==> src/rtl/wiggle_tlp_completer.sv <==
// wiggle_tlp_completer: minimal memory-mapped TLP completer.
// Accepts single-DW MWr32/MRd32 TLPs on a 16-bit beat stream, drives four
// 32-bit registers (gpio_a, gpio_b, scratch, read-only ID) and answers reads
// with an 8-beat CplD.
// Optional feature: define WIGGLE_ERR_CNT_EN to build the saturating
// dropped-TLP counter; otherwise err_cnt is tied to zero.
//
// state      | meaning
// -----------+------------------------------------------------------------
// S_IDLE     | waiting for rx_st
// S_RX       | collecting header/data beats until rx_end
// S_EXEC     | one cycle: apply MWr to the register file, or start MRd reply
// S_CPL_REQ  | tx_req high, waiting for tx_rdy
// S_CPL_SEND | streaming the 8 CplD beats, cnt_q counts down 7..0
module wiggle_tlp_completer #(
  parameter logic [31:0] ID_VALUE = 32'h5749_4747
) (
  input  logic        osc,
  input  logic        perstn,
  input  logic        rx_st,
  input  logic        rx_end,
  input  logic [15:0] rx_data,
  input  logic [15:0] cpl_id,
  output logic        tx_req,
  input  logic        tx_rdy,
  output logic        tx_st,
  output logic        tx_end,
  output logic [15:0] tx_data,
  output logic [31:0] gpio_a,
  output logic [31:0] gpio_b,
  output logic [7:0]  err_cnt
);

  typedef enum logic [2:0] {
    S_IDLE, S_RX, S_EXEC, S_CPL_REQ, S_CPL_SEND
  } state_t;

  localparam logic [6:0] FMT_MWR = 7'h40;
  localparam logic [6:0] FMT_MRD = 7'h00;

  state_t      state_q, state_d;
  logic [3:0]  beat_q, beat_d;
  logic [6:0]  fmt_q, fmt_d;
  logic [9:0]  len_q, len_d;
  logic [15:0] req_id_q, req_id_d;
  logic [7:0]  tag_q, tag_d;
  logic [3:0]  be_q, be_d;
  logic [1:0]  idx_q, idx_d;
  logic [31:0] data_q, data_d;
  logic [2:0]  cnt_q, cnt_d;
  logic [31:0] gpio_a_q, gpio_a_d;
  logic [31:0] gpio_b_q, gpio_b_d;
  logic [31:0] scratch_q, scratch_d;
  logic [1:0]  err_inc;
  logic        hdr_ok;
  logic        wr_en;
  logic [31:0] be_mask;
  logic [31:0] rdata;
  logic [31:0] cpl_dw1, cpl_dw2;
  logic [15:0] cpl_beat;

  // beat_q holds the index of the beat currently on rx_data, so at rx_end it
  // equals total beats minus one (saturates so over-long TLPs stay invalid)
  assign hdr_ok = (len_q == 10'd1) &&
                  (((fmt_q == FMT_MWR) && (beat_q == 4'd7)) ||
                   ((fmt_q == FMT_MRD) && (beat_q == 4'd5)));

  assign wr_en   = (state_q == S_EXEC) && (fmt_q == FMT_MWR);
  assign be_mask = {{8{be_q[3]}}, {8{be_q[2]}}, {8{be_q[1]}}, {8{be_q[0]}}};
  assign cpl_dw1 = {cpl_id, 3'b000, 1'b0, 12'd4};
  assign cpl_dw2 = {req_id_q, tag_q, 1'b0, 3'b000, idx_q, 2'b00};

  // FSM next state, header capture, error events and tx outputs
  always_comb begin
    state_d  = state_q;
    beat_d   = beat_q;
    fmt_d    = fmt_q;
    len_d    = len_q;
    req_id_d = req_id_q;
    tag_d    = tag_q;
    be_d     = be_q;
    idx_d    = idx_q;
    data_d   = data_q;
    cnt_d    = cnt_q;
    err_inc  = 2'd0;
    tx_req   = 1'b0;
    tx_st    = 1'b0;
    tx_end   = 1'b0;
    tx_data  = 16'h0000;
    case (state_q)
      S_IDLE: begin
        if (rx_st) begin
          fmt_d  = rx_data[14:8];
          beat_d = 4'd1;
          if (rx_end) err_inc = 2'd1;
          else        state_d = S_RX;
        end
      end
      S_RX: begin
        if (rx_st) begin
          // abort the partial TLP and treat this beat as a fresh b0
          fmt_d  = rx_data[14:8];
          beat_d = 4'd1;
          if (rx_end) begin
            err_inc = 2'd2;
            state_d = S_IDLE;
          end else begin
            err_inc = 2'd1;
          end
        end else begin
          case (beat_q)
            4'd1: len_d = rx_data[9:0];
            4'd2: req_id_d = rx_data;
            4'd3: begin
              tag_d = rx_data[15:8];
              be_d  = rx_data[3:0];
            end
            4'd5: idx_d = rx_data[3:2];
            4'd6: data_d[31:16] = rx_data;
            4'd7: data_d[15:0] = rx_data;
            default: ;
          endcase
          if (beat_q != 4'hF) beat_d = beat_q + 4'd1;
          if (rx_end) begin
            if (hdr_ok) begin
              state_d = S_EXEC;
            end else begin
              state_d = S_IDLE;
              err_inc = 2'd1;
            end
          end
        end
      end
      S_EXEC: begin
        if (rx_st) err_inc = 2'd1;
        state_d = (fmt_q == FMT_MWR) ? S_IDLE : S_CPL_REQ;
      end
      S_CPL_REQ: begin
        tx_req = 1'b1;
        if (rx_st) err_inc = 2'd1;
        if (tx_rdy) begin
          state_d = S_CPL_SEND;
          cnt_d   = 3'd7;
        end
      end
      S_CPL_SEND: begin
        if (rx_st) err_inc = 2'd1;
        tx_st   = (cnt_q == 3'd7);
        tx_end  = (cnt_q == 3'd0);
        tx_data = cpl_beat;
        cnt_d   = cnt_q - 3'd1;
        if (cnt_q == 3'd0) state_d = S_IDLE;
      end
      default: state_d = S_IDLE;
    endcase
  end

  // completion beat select: beat index is 7 - cnt_q, upper half-word first
  always_comb begin
    cpl_beat = 16'h0000;
    case (3'd7 - cnt_q)
      3'd0: cpl_beat = 16'h4A00;
      3'd1: cpl_beat = 16'h0001;
      3'd2: cpl_beat = cpl_dw1[31:16];
      3'd3: cpl_beat = cpl_dw1[15:0];
      3'd4: cpl_beat = cpl_dw2[31:16];
      3'd5: cpl_beat = cpl_dw2[15:0];
      3'd6: cpl_beat = rdata[31:16];
      3'd7: cpl_beat = rdata[15:0];
      default: cpl_beat = 16'h0000;
    endcase
  end

  // register read mux; read live since no write can land while a read is open
  always_comb begin
    rdata = ID_VALUE;
    case (idx_q)
      2'd0: rdata = gpio_a_q;
      2'd1: rdata = gpio_b_q;
      2'd2: rdata = scratch_q;
      default: rdata = ID_VALUE;
    endcase
  end

  // byte-enabled register write in the EXEC cycle; index 3 is read-only
  always_comb begin
    gpio_a_d  = gpio_a_q;
    gpio_b_d  = gpio_b_q;
    scratch_d = scratch_q;
    if (wr_en) begin
      case (idx_q)
        2'd0: gpio_a_d  = (gpio_a_q & ~be_mask) | (data_q & be_mask);
        2'd1: gpio_b_d  = (gpio_b_q & ~be_mask) | (data_q & be_mask);
        2'd2: scratch_d = (scratch_q & ~be_mask) | (data_q & be_mask);
        default: ;
      endcase
    end
  end

  // state, captured header and register file
  always_ff @(posedge osc or negedge perstn) begin
    if (!perstn) begin
      state_q   <= S_IDLE;
      beat_q    <= 4'd0;
      fmt_q     <= 7'd0;
      len_q     <= 10'd0;
      req_id_q  <= 16'd0;
      tag_q     <= 8'd0;
      be_q      <= 4'd0;
      idx_q     <= 2'd0;
      data_q    <= 32'd0;
      cnt_q     <= 3'd0;
      gpio_a_q  <= 32'd0;
      gpio_b_q  <= 32'd0;
      scratch_q <= 32'd0;
    end else begin
      state_q   <= state_d;
      beat_q    <= beat_d;
      fmt_q     <= fmt_d;
      len_q     <= len_d;
      req_id_q  <= req_id_d;
      tag_q     <= tag_d;
      be_q      <= be_d;
      idx_q     <= idx_d;
      data_q    <= data_d;
      cnt_q     <= cnt_d;
      gpio_a_q  <= gpio_a_d;
      gpio_b_q  <= gpio_b_d;
      scratch_q <= scratch_d;
    end
  end

  assign gpio_a = gpio_a_q;
  assign gpio_b = gpio_b_q;

`ifdef WIGGLE_ERR_CNT_EN
  logic [7:0] err_cnt_q, err_cnt_d;
  logic [8:0] err_sum;

  // saturating add of this cycle's dropped-TLP events
  always_comb begin
    err_sum   = {1'b0, err_cnt_q} + {7'd0, err_inc};
    err_cnt_d = err_sum[8] ? 8'hFF : err_sum[7:0];
  end

  // dropped-TLP counter register
  always_ff @(posedge osc or negedge perstn) begin
    if (!perstn) err_cnt_q <= 8'd0;
    else         err_cnt_q <= err_cnt_d;
  end

  assign err_cnt = err_cnt_q;
`else
  logic unused_err_inc;
  assign unused_err_inc = ^err_inc;
  assign err_cnt        = 8'd0;
`endif

endmodule

==> config.mk <==
export PLATFORM = sky130hd
export DESIGN_NAME = wiggle_tlp_completer
export DESIGN_NICKNAME = d
export VERILOG_FILES = /design/src/rtl/wiggle_tlp_completer.sv
export SDC_FILE = /design/constraint.sdc
export NUM_CORES = 1
export LEC_CHECK = 0
export BUFFER_PORTS_ARGS = -buffer_cell sky130_fd_sc_hd__buf_2
export CORE_AREA = 2 2 145 253
export CTS_BUF_LIST = sky130_fd_sc_hd__clkbuf_16
export DETAILED_ROUTE_END_ITERATION = 16
export DIE_AREA = 0 0 147 255
export GPL_TIMING_DRIVEN = 0
export SYNTH_ARGS = -nofsm -noshare
export SYNTH_HDL_FRONTEND = slang
export SYNTH_SLANG_ARGS = --single-unit
==> constraint.sdc <==
create_clock -name osc -period 3.1 [get_ports osc]
set_clock_uncertainty 0.1 [all_clocks]
set_input_delay 0.62 -clock osc [delete_from_list [all_inputs] [get_ports osc]]
set_output_delay 0.62 -clock osc [all_outputs]
set_load 0.02 [all_outputs]
==> flow_summary_export.csv <==
group,metric,value,unit
grt,grt_max_degree,119,
sta,slew_headroom,43.2,%
floorplanning,initial_core_util,24.5,%
clocking,cts_tree,"done",
placed_design,numPortBuffers,118,
placed_design,hpwl,21700,microns
clocking,clkLatencyLatePin,0.44,ns
grt,globalRouteOverflowTotal,0,
placed_design,place_congestion,0.855,
critical_path,path_class,"reg2out",
synthesis,seq_area_frac_synth,52.9,%
synthesis,synth_edf_count,0,
floorplanning,die_w,147,microns
clocking,holdBufCountCts,0,
sta,hold_viol_final,0,
route,wirelength,29300,microns
synthesis,synth.distinct_cells,60,
grt,grt_util_all_layers,15.7,%
clocking,path_clk_slew,0.07,ns
route,wire_per_inst,22.4,microns
critical_path,cp_slowest_cell,"dfrtp_2",
hold_path,hold_path.class,"in2async",
placed_design,placedInstanceArea,0.00999,sq mm
sta,setup_tns,0,ns
synthesis,post_synth_instance_area,0.00875,sq mm
clocking,cts-root-buf,"clkbuf_16",
critical_path,reg2reg_depth,5,
clocking,clockBufferDepth,2,
cells_and_area,drive_above_1_share,53.9,%
clocking,htreeDepth,4,
route,drtPass1Iterations,5,
synthesis,synthArstFlopShare,100,%
synthesis,synthCells,666,
sta,finalSetupViolations,0,
sta,rsz0062_at_grt,"true",
floorplanning,fp.coreArea,0.0357,sq mm
sta,hold_ws,0.0276,ns
route,num_vias,6297,
floorplanning,num_io_pins,128,
sta,fmax,0.323,GHz
critical_path,reg2reg_slack,0.55,ns
cells_and_area,finalInstanceArea,0.0110,sq mm
critical_path,critPathMaxFanout,10,
floorplanning,rows,92,
sta,period_share,99.7,%
route,antenna_left,0,
route,drcViolationCount,0,
run,maxCapViolations,0,
critical_path,cp.arrival,2.37,ns
synthesis,yosys_warnings,0,
synthesis,ys_seq_elements,185,
cells_and_area,syn_to_final_growth,25.6,%
power_and_ir_drop,p_per_area,639,mW/mm^2
route,vias_per_cell,4.81,
critical_path,crit_required,2.38,ns
critical_path,reg2reg_from,"state_q[0]",
grt,antenna_found_initial,2,
power_and_ir_drop,p_leak,0.00525,uW
critical_path,endpoint_kind,"output pin",
sta,slew_violations,0,
cells_and_area,nFillCells,3698,
synthesis,avgSynthCellArea,13.1,sq um
sta,fin_crit,3.09,ns
critical_path,start_kind,"flop",
cells_and_area,nets,869,
clocking,numCtsBuffers,17,
critical_path,crit_chain,"inv_2 > ha_4 > nor2b_2 > clkbuf_8 > o221ai_1 > a31oi_2 > buf_4",
critical_path,cp_slowest_stage_delay,0.44,ns
route,drtIter0Drc,495,
floorplanning,die_h,255,microns
sta,worstMarginPinSlew,0.845,ns
power_and_ir_drop,peakVddDrop,0.000419,V
floorplanning,die_area,0.0375,sq mm
outcome,status,"complete, no violations",
synthesis,synth_flop_cell,"dfrtp_1",
grt,grt_pass1_wl,42600,microns
grt,grt_pass1_vias,6518,
clocking,cts_sinks,185,
critical_path,crit_start,"cnt_q[1]",
==> metal layers <==
| metal | vias to the layer above | GRT usage, % | wire length, microns |
|---|---|---|---|
| li1 | 2801 | - | - |
| met1 | 3200 | 17.1 | 10900 |
| met2 | 224 | 27.4 | 14900 |
| met3 | 68 | 3.81 | 1640 |
| met4 | 4 | 10.2 | 1800 |
| met5 | - | 0 | 21 |
==> cell usage in the layout (no fill, tap or decap), drive strengths merged, types with 9 or more instances in the layout <==
master / count
a31oi: 18
buf: 158
nand2: 26
mux2: 197
clkinv: 11
nor2: 20
a22oi: 9
a21oi: 14
dfrtp: 185
mux2i: 9
o221ai: 15
clkbuf: 41
==> report_power, final <==
group | internal, uW | total [uW] | switching (uW)
logic | 825 | 1850 | 1030
registers | 2770 | 3060 | 286
clock network | 1170 | 2110 | 942
total | 4770 | 7030 | 2260
==> synthesized netlist by cell type, drive strengths merged (3+ instances only) <==
cell | number | area share, %
mux2 | 197 | 25
dfrtp | 185 | 53
clkbuf | 28 | 1.2
nand2 | 26 | 1.2
buf | 22 | 1.6
nor2 | 20 | 0.94
a31oi | 18 | 1.3
o221ai | 15 | 1.5
a21oi | 14 | 0.80
a22oi | 9 | 0.77
mux2i | 9 | 1.0
ha | 8 | 1.1
nand3 | 8 | 0.69
o21ai | 8 | 0.46
and3 | 7 | 0.50
nor4 | 7 | 1.4
inv | 6 | 0.26
nand2b | 6 | 0.43
a221o | 5 | 0.57
nand4 | 5 | 0.36
nor2b | 5 | 0.36
nor3 | 5 | 0.29
a221oi | 4 | 0.40
o2bb2ai | 4 | 0.40
a311oi | 3 | 0.30
nor3b | 3 | 0.37
o211ai | 3 | 0.26
or3b | 3 | 0.30
or4 | 3 | 0.26
==> stage by stage <==
stage	setup slack (ns)	util (%)	std cells	power (uW)
detailed placement	-0.704	28.0	1262	4580
global placement	-1.69	27.9	1261	4540
floorplan	0.475	-	673	3990
CTS	-0.00158	30.5	1302	6980
global route	-0.0501	30.8	1307	7320
finish	0.00863	30.8	1308	7030
==> final cells by class <==
cell class | instances | area (sq um) | share of cell area (%)
antenna | 1 | 2.50 | 0.0228
multi-input combinational | 430 | 4080 | 37.1
clock buffer | 17 | 425 | 3.87
sequential | 185 | 4630 | 42.2
timing repair buffer | 136 | 758 | 6.90
clock inverter | 15 | 135 | 1.23
inverter | 8 | 30.0 | 0.273
tap | 470 | 588 | 5.35
buffer | 46 | 334 | 3.04
==> how the worst max path moves through the flow <==
stage                  endpoint  slack, ns
floorplan           tx_data[12]       0.48
global placement      async pin      -1.69
detailed placement   tx_data[6]      -0.70
CTS                 tx_data[14]     -0.002
global route        tx_data[14]      -0.05
finish              tx_data[14]      0.009
==> cells by family after synthesis <==
family	after synthesis	share of synthesized area, %
buffers and inverters	58	3.13
other	1	0.0429
adders and majority gates	8	1.14
DFF	185	52.9
AOI/OAI and AO/OA	101	8.45
and+or+nand+nor	107	7.95
muxes	206	26.4
==> worst max-delay path: cells and delay by family (launching register included) <==
family	cells	cell delay, ns
simple gates	1	0.21
buf+inv	3	0.53
fa+ha+maj	1	0.21
compound gates	2	0.53
flops	1	0.44
==> timing repair <==
action                                  4_1_cts  5_1_grt
resized for setup                            78       15
hold endpoints to repair                      0        0
cloned                                        0        0
pin swaps                                     9        5
endpoints found under the setup margin       17       13
setup buffers                                12        5
Note: power is estimated with default switching activity, not from simulation.
